`src/rtl/serial_txrx_link.sv`:
```
// serial_txrx_link: loopback serial link sharing one clock.
// The transmitter frames a DATA_W-bit word as start(1), LSB-first data and stop(0).
// The receiver deserializes the frame, holds the last word, and offers it under
// an RX_Ready / RX_Data_Valid handshake. The line is exported as S_Data.
module serial_txrx_link #(
  parameter int DATA_W = 55,
  parameter int CNT_W  = 6
) (
  input  logic              Clk_S,
  input  logic              Rst,
  input  logic [DATA_W-1:0] TX_Data,
  input  logic              TX_Data_Valid,
  output logic              TX_Ready,
  input  logic              RX_Ready,
  output logic              RX_Data_Valid,
  output logic [DATA_W-1:0] RX_Data,
  output logic              S_Data
);

  typedef enum logic [1:0] {
    TX_IDLE  = 2'd0,
    TX_START = 2'd1,
    TX_DATA  = 2'd2,
    TX_STOP  = 2'd3
  } tx_state_e;

  typedef enum logic [1:0] {
    RX_IDLE = 2'd0,
    RX_RECV = 2'd1,
    RX_LOAD = 2'd2
  } rx_state_e;

  localparam logic [CNT_W-1:0] LAST_BIT = CNT_W'(DATA_W - 1);

  // transmitter state
  tx_state_e         tx_state_q, tx_state_d;
  logic [CNT_W-1:0]  tx_cnt_q, tx_cnt_d;
  logic [DATA_W-1:0] tx_sh_q, tx_sh_d;
  logic              tx_ready_q, tx_ready_d;
  logic              s_data_q, s_data_d;
  logic              tv_q, tv_d;

  // receiver state
  rx_state_e         rx_state_q, rx_state_d;
  logic [CNT_W-1:0]  rx_cnt_q, rx_cnt_d;
  logic [DATA_W-1:0] rx_sh_q, rx_sh_d;
  logic [DATA_W-1:0] rx_data_q, rx_data_d;
  logic              rx_full_q, rx_full_d;
  logic              rx_vld_q, rx_vld_d;

  logic tx_start;
  logic rx_bit;

  // A start needs a fresh rising edge of TX_Data_Valid while idle; a level
  // held high across reset or a previous frame is therefore ignored.
  assign tx_start = (tx_state_q == TX_IDLE) && TX_Data_Valid && !tv_q;

  // The receiver samples the registered line, exactly what leaves the block.
  assign rx_bit = s_data_q;

  // State register for both FSMs and all datapath flops.
  always_ff @(posedge Clk_S) begin
    if (Rst) begin
      tx_state_q <= TX_IDLE;
      tx_cnt_q   <= '0;
      tx_sh_q    <= '0;
      tx_ready_q <= 1'b0;
      s_data_q   <= 1'b0;
      tv_q       <= 1'b1;
      rx_state_q <= RX_IDLE;
      rx_cnt_q   <= '0;
      rx_sh_q    <= '0;
      rx_data_q  <= '0;
      rx_full_q  <= 1'b0;
      rx_vld_q   <= 1'b0;
    end else begin
      tx_state_q <= tx_state_d;
      tx_cnt_q   <= tx_cnt_d;
      tx_sh_q    <= tx_sh_d;
      tx_ready_q <= tx_ready_d;
      s_data_q   <= s_data_d;
      tv_q       <= tv_d;
      rx_state_q <= rx_state_d;
      rx_cnt_q   <= rx_cnt_d;
      rx_sh_q    <= rx_sh_d;
      rx_data_q  <= rx_data_d;
      rx_full_q  <= rx_full_d;
      rx_vld_q   <= rx_vld_d;
    end
  end

  // Transmitter next-state: IDLE -> START -> DATA x DATA_W -> STOP -> IDLE.
  always_comb begin
    tx_state_d = tx_state_q;
    case (tx_state_q)
      TX_IDLE:  if (tx_start) tx_state_d = TX_START;
      TX_START: tx_state_d = TX_DATA;
      TX_DATA:  if (tx_cnt_q == LAST_BIT) tx_state_d = TX_STOP;
      TX_STOP:  tx_state_d = TX_IDLE;
      default:  tx_state_d = TX_IDLE;
    endcase
  end

  // Transmitter outputs/datapath: line level and ready are computed from the
  // current state and registered, so each appears one edge after the state.
  always_comb begin
    tx_cnt_d   = tx_cnt_q;
    tx_sh_d    = tx_sh_q;
    tx_ready_d = 1'b0;
    s_data_d   = 1'b0;
    tv_d       = TX_Data_Valid;
    case (tx_state_q)
      TX_IDLE: begin
        tx_cnt_d   = '0;
        tx_ready_d = !tx_start;
        if (tx_start) tx_sh_d = TX_Data;
      end
      TX_START: begin
        s_data_d = 1'b1;
        tx_cnt_d = '0;
      end
      TX_DATA: begin
        s_data_d = tx_sh_q[0];
        tx_sh_d  = tx_sh_q >> 1;
        tx_cnt_d = (tx_cnt_q == LAST_BIT) ? '0 : tx_cnt_q + CNT_W'(1);
      end
      TX_STOP: begin
        s_data_d = 1'b0;
      end
      default: begin
        tx_cnt_d = '0;
      end
    endcase
  end

  // Receiver next-state: a sampled 1 while idle is a start bit; after DATA_W
  // data bits a single LOAD cycle publishes the word. The stop bit falls into
  // LOAD and is not examined.
  always_comb begin
    rx_state_d = rx_state_q;
    case (rx_state_q)
      RX_IDLE: if (rx_bit) rx_state_d = RX_RECV;
      RX_RECV: if (rx_cnt_q == LAST_BIT) rx_state_d = RX_LOAD;
      RX_LOAD: rx_state_d = RX_IDLE;
      default: rx_state_d = RX_IDLE;
    endcase
  end

  // Receiver datapath and consumer handshake.
  always_comb begin
    rx_cnt_d  = rx_cnt_q;
    rx_sh_d   = rx_sh_q;
    rx_data_d = rx_data_q;
    rx_full_d = rx_full_q;
    rx_vld_d  = rx_vld_q;
    case (rx_state_q)
      RX_IDLE: rx_cnt_d = '0;
      RX_RECV: begin
        // LSB arrives first, so shift in from the top.
        rx_sh_d  = {rx_bit, rx_sh_q[DATA_W-1:1]};
        rx_cnt_d = (rx_cnt_q == LAST_BIT) ? '0 : rx_cnt_q + CNT_W'(1);
      end
      default: ;
    endcase

    if (rx_vld_q) begin
      if (!RX_Ready) begin
        rx_vld_d  = 1'b0;
        rx_full_d = 1'b0;
      end
    end else if (rx_full_q && RX_Ready) begin
      rx_vld_d = 1'b1;
    end

    // A freshly loaded word must not be lost to a handshake retiring the old
    // one on the same edge, so LOAD wins over the clear.
    if (rx_state_q == RX_LOAD) begin
      rx_data_d = rx_sh_q;
      rx_full_d = 1'b1;
    end
  end

  assign TX_Ready      = tx_ready_q;
  assign S_Data        = s_data_q;
  assign RX_Data       = rx_data_q;
  assign RX_Data_Valid = rx_vld_q;

endmodule

```
`config.mk`:
```
export PLATFORM = sky130hd
export DESIGN_NAME = serial_txrx_link
export DESIGN_NICKNAME = d
export VERILOG_FILES = /design/src/rtl/serial_txrx_link.sv
export SDC_FILE = /design/constraint.sdc
export NUM_CORES = 1
export LEC_CHECK = 0
export CORE_ASPECT_RATIO = 1.4
export CORE_MARGIN = 2
export CORE_UTILIZATION = 35
export DETAILED_ROUTE_END_ITERATION = 8
export PLACE_DENSITY_LB_ADDON = 0.25
export RECOVER_POWER = 25
export SYNTH_ARGS = -nofsm -noshare
export SYNTH_HDL_FRONTEND = slang
export SYNTH_SLANG_ARGS = --single-unit
```
`constraint.sdc`:
```
create_clock -name Clk_S -period 1.9 [get_ports Clk_S]
set_clock_uncertainty 0.05 [all_clocks]
set_input_delay 0.285 -clock Clk_S [delete_from_list [all_inputs] [get_ports Clk_S]]
set_output_delay 0.285 -clock Clk_S [all_outputs]
set_load 0.02 [all_outputs]
```
==> impl_results.md, run 1 <==
- Top_reg_cell synth: dfxtp_1
- Final Hold Viols: 0
- Cell family with most CP delay: buffers and inverters
- Most common cell in the netlist: nand2_1
- Top cells by area, synth: dfxtp_1 (49%), nand2_1 (11%), a211oi_2 (8.2%), a21oi_1 (7.7%), mux2i_1 (7.2%)
- DRT Pass-1 Iters: 4
- HP Start: RX_Ready
- Adder-cell share of the synthesized area: 1.47%
- Yosys cell types: 47
- Worst Path Buf+Inv: 1
- Worst Path Arrival: 1.46 ns
- Post-synth top cells: nand2_1 (232), dfxtp_1 (186), a21oi_1 (118), mux2i_1 (55), nor3_1 (54)
- Fillers: 2158
- Syn Inst Count: 859
- FF+latch area: 3720 um2
- CTS Buf Count: 17
- Layout area overhead: 26.7%
- PortBufs: 116
- Origin of the critical flop-to-flop path: tx_state_q[0]
- Syn avg cell area: 8.90 um2
- Starting density of the core: 35.4%
- Share of the synthesized area in the top cell type: 48.7%
- Element type at the critical path start: register
- Number of synthesized flops with an enable pin: 0
- Crit path capture type: primary output
- Dominant cell type by area after synthesis: dfxtp_1
- Largest fanout on the critical path: 3
- Largest net degree at the start of global routing: 81
- # H-tree levels: 4
- Sink Count: 186
- Die area: 23100 um2
- Rows: 64
- Psw: 3.09 mW
- DP HPWL: 10800 um
- Max Slew Vio Count: 0
- Via/cell ratio: 5.05
- Largest family of logic cells by synthesized area: compound AO/OA/AOI/OAI gates
- Routed Antenna Nets: 0
- Post-synthesis simple-gate area fraction: 18.1%
- Setup TNS Final: 0 ns
- Worst EP required: 1.56 ns
- R2R setup slack: 0.15 ns
- Root Buffer: clkbuf_16
- Power after layout: 10.0 mW
- Period minus WS final: 1.79 ns
- R2R Path End: tx_sh_q[45]
- CP peak stage delay: 0.65 ns
- Synth Area in XOR/XNOR: 0%
- Cell area after synthesis: 7650 um2
- Sink of the worst hold path: RX_Data_Valid
- Initial antenna violation count: 0
- Vias: 6169
- Yosys reg bits: 186
- Post-synthesis sequential area ratio: 48.7%
- Crit path cell chain: clkdlybuf4s50_1
- Maximum VDD drop: 0.583 mV
- Cell Pwr Density: 1040 nW/um2
- Max-slew headroom: 50.6%
- Total gr overflow: 0
- R2R cell count: 7
- Core area: 21600 um2
- GRT Overall Usage: 15.1%
- Synthesized Nets: 927
- Least-Margin Pin Slew: 0.741 ns
- RSZ-0062 raised after global routing: no
- Leakage power: 3.04 nW
- Pint: 6.95 mW
- Hold path depth: 2
- Final worst setup slack: 0.105 ns
- Routability congestion estimate: 0.712
- Reg power frac: 43.1%
- Layout cells sized above 1: 12.3%
- Vias in the first global route: 5911
- Clk Latency, worst-skew pair: 0.43 ns
- I/O pins: 117
- Die width: 129 um
- DP Worst Slack: -0.0236 ns
- Wirelength per Cell: 14.3 um
- Max Cap Viol: 0
- Clock power share: 36.6%
- Total Wirelength: 17500 um
- Synth Area in Compound Gates: 19.1%
- Switching portion of total power: 30.8%
- Fmax: 557 MHz
- Synth async-reset ratio: 0%
- Longest Clk Path Bufs: 2
- CTS tree: done
- Combinational fraction of design power: 20.3%
- Fin crit share: 94.5%
- Worst path depth: 1
- Final nets: 1012
- DRC: 0
- Critical path type: register to primary output
- Chip Height: 179 um
- Outcome: completed
- Final setup viols: 0
- Slowest CP cell: clkdlybuf4s50_1
- CTS Hold Buffers Added: 0
- Mux contribution to synthesized area: 7.20%
- Starting DRT DRC Count: 380
- First-pass GRT wire length: 28600 um
- CTS clk-pin slew, worst paths: 0.07 ns
- Multi-input gate area: 3550 um2
- Ys Warns: 0
- Ant diodes: 0
- Hold Crit Class: input pin to register
==> through the flow <==
stage | std cells | utilization [%] | cell area (um2) | hold slack [ns]
floorplan | 859 | - | 7650 | 0.342
global placement | 1188 | 42.0 | 9080 | 0.394
detailed placement | 1188 | 42.0 | 9080 | 0.398
CTS | 1220 | 44.9 | 9710 | 0.141
global route | 1221 | 44.8 | 9680 | 0.398
finish | 1221 | 44.8 | 9680 | 0.388
==> final cells by class <==
type	count	area share (%)
Tap cell	264	3.41
Multi-Input combinational cell	588	36.7
Clock buffer	17	4.39
Inverter	11	0.426
Clock inverter	15	2.11
Sequential cell	186	38.4
Timing Repair Buffer	140	14.5
==> sequential cells by signal (all words and copies together), names as in the netlist <==
signal and cells:
RX_Data 55, rx_sh_q 55, tx_sh_q 55, rx_cnt_q 6, tx_cnt_q 6, rx_state_q 2, tx_state_q 2, RX_Data_Valid 1
S_Data 1, TX_Ready 1, rx_full_q 1, tv_q 1
==> layout by cell type, fill, tap and decap left out, drive strengths merged, types with 2 or more instances in the layout <==
cell type        n
a211oi          54
a21oi          118
a221oi           2
a311oi           3
a31oi            2
buf             16
clkbuf          26
clkdlybuf4s50  115
clkinv           6
dfxtp          186
ha               9
inv             20
mux2i           55
nand2          232
nand2b           5
nand3            7
nand4b           2
nor2             4
nor2b            4
nor3            54
o2111ai          2
o211a            2
o211ai           3
o21ai            5
o22ai            2
or2              3
or3              5
==> timing repair <==
item | CTS | global route
setup buffers | 0 | 0
endpoints found under the setup margin | 0 | 14
resized for setup | 0 | 4
==> metal layers <==
metal  up-vias  GRT usage [%]  share of wire, %  routed length (um)
met5         -              0                 0                   0
met4         0           4.76               1.1                 189
met3        15           4.42               5.7                 988
met2       119           25.5                47                8150
met1      2895           18.5                47                8140
li1       3140              -                 -                   -
==> how the worst max path moves through the flow <==
stage                   from     endpoint  slack [ns]
3_3_place_gp   TX_Data_Valid   tx_sh_q[3]       0.001
3_5_place_dp   TX_Data_Valid  tx_sh_q[52]       -0.02
6_report              S_Data       S_Data        0.11
5_1_grt        tx_state_q[1]  tx_sh_q[23]        0.01
4_1_cts               S_Data       S_Data        0.04
2_1_floorplan  tx_state_q[0]  tx_sh_q[11]        0.24
==> power by group through the flow <==
| stage | Combinational, mW | Sequential, mW | Clock (mW) |
|---|---|---|---|
| after floorplan | 1.54 | 4.39 | 0 |
| after global placement | 2.03 | 4.42 | 0 |
| after detailed placement | 2.05 | 4.42 | 0 |
| after CTS | 2.05 | 4.33 | 3.80 |
| after global routing | 2.23 | 4.37 | 3.95 |
| final | 2.04 | 4.33 | 3.68 |
==> cell families after synthesis <==
family          count (synthesis)
fa+ha+maj                       9
buf+inv                        85
compound gates                199
simple gates                  325
flops                         186
mux                            55
Power figures use the tool's default switching activity.
==> run 2: changes to the inputs <==
--- a/config.mk
+++ b/config.mk
@@ -11,6 +11,8 @@
 export DETAILED_ROUTE_END_ITERATION = 8
 export PLACE_DENSITY_LB_ADDON = 0.25
 export RECOVER_POWER = 25
+export SLEW_MARGIN = 40
 export SYNTH_ARGS = -nofsm -noshare
 export SYNTH_HDL_FRONTEND = slang
 export SYNTH_SLANG_ARGS = --single-unit
+export TNS_END_PERCENT = 30
==> results of run 2 <==
Final layout, timing and power as in run 1 (identical DEF).
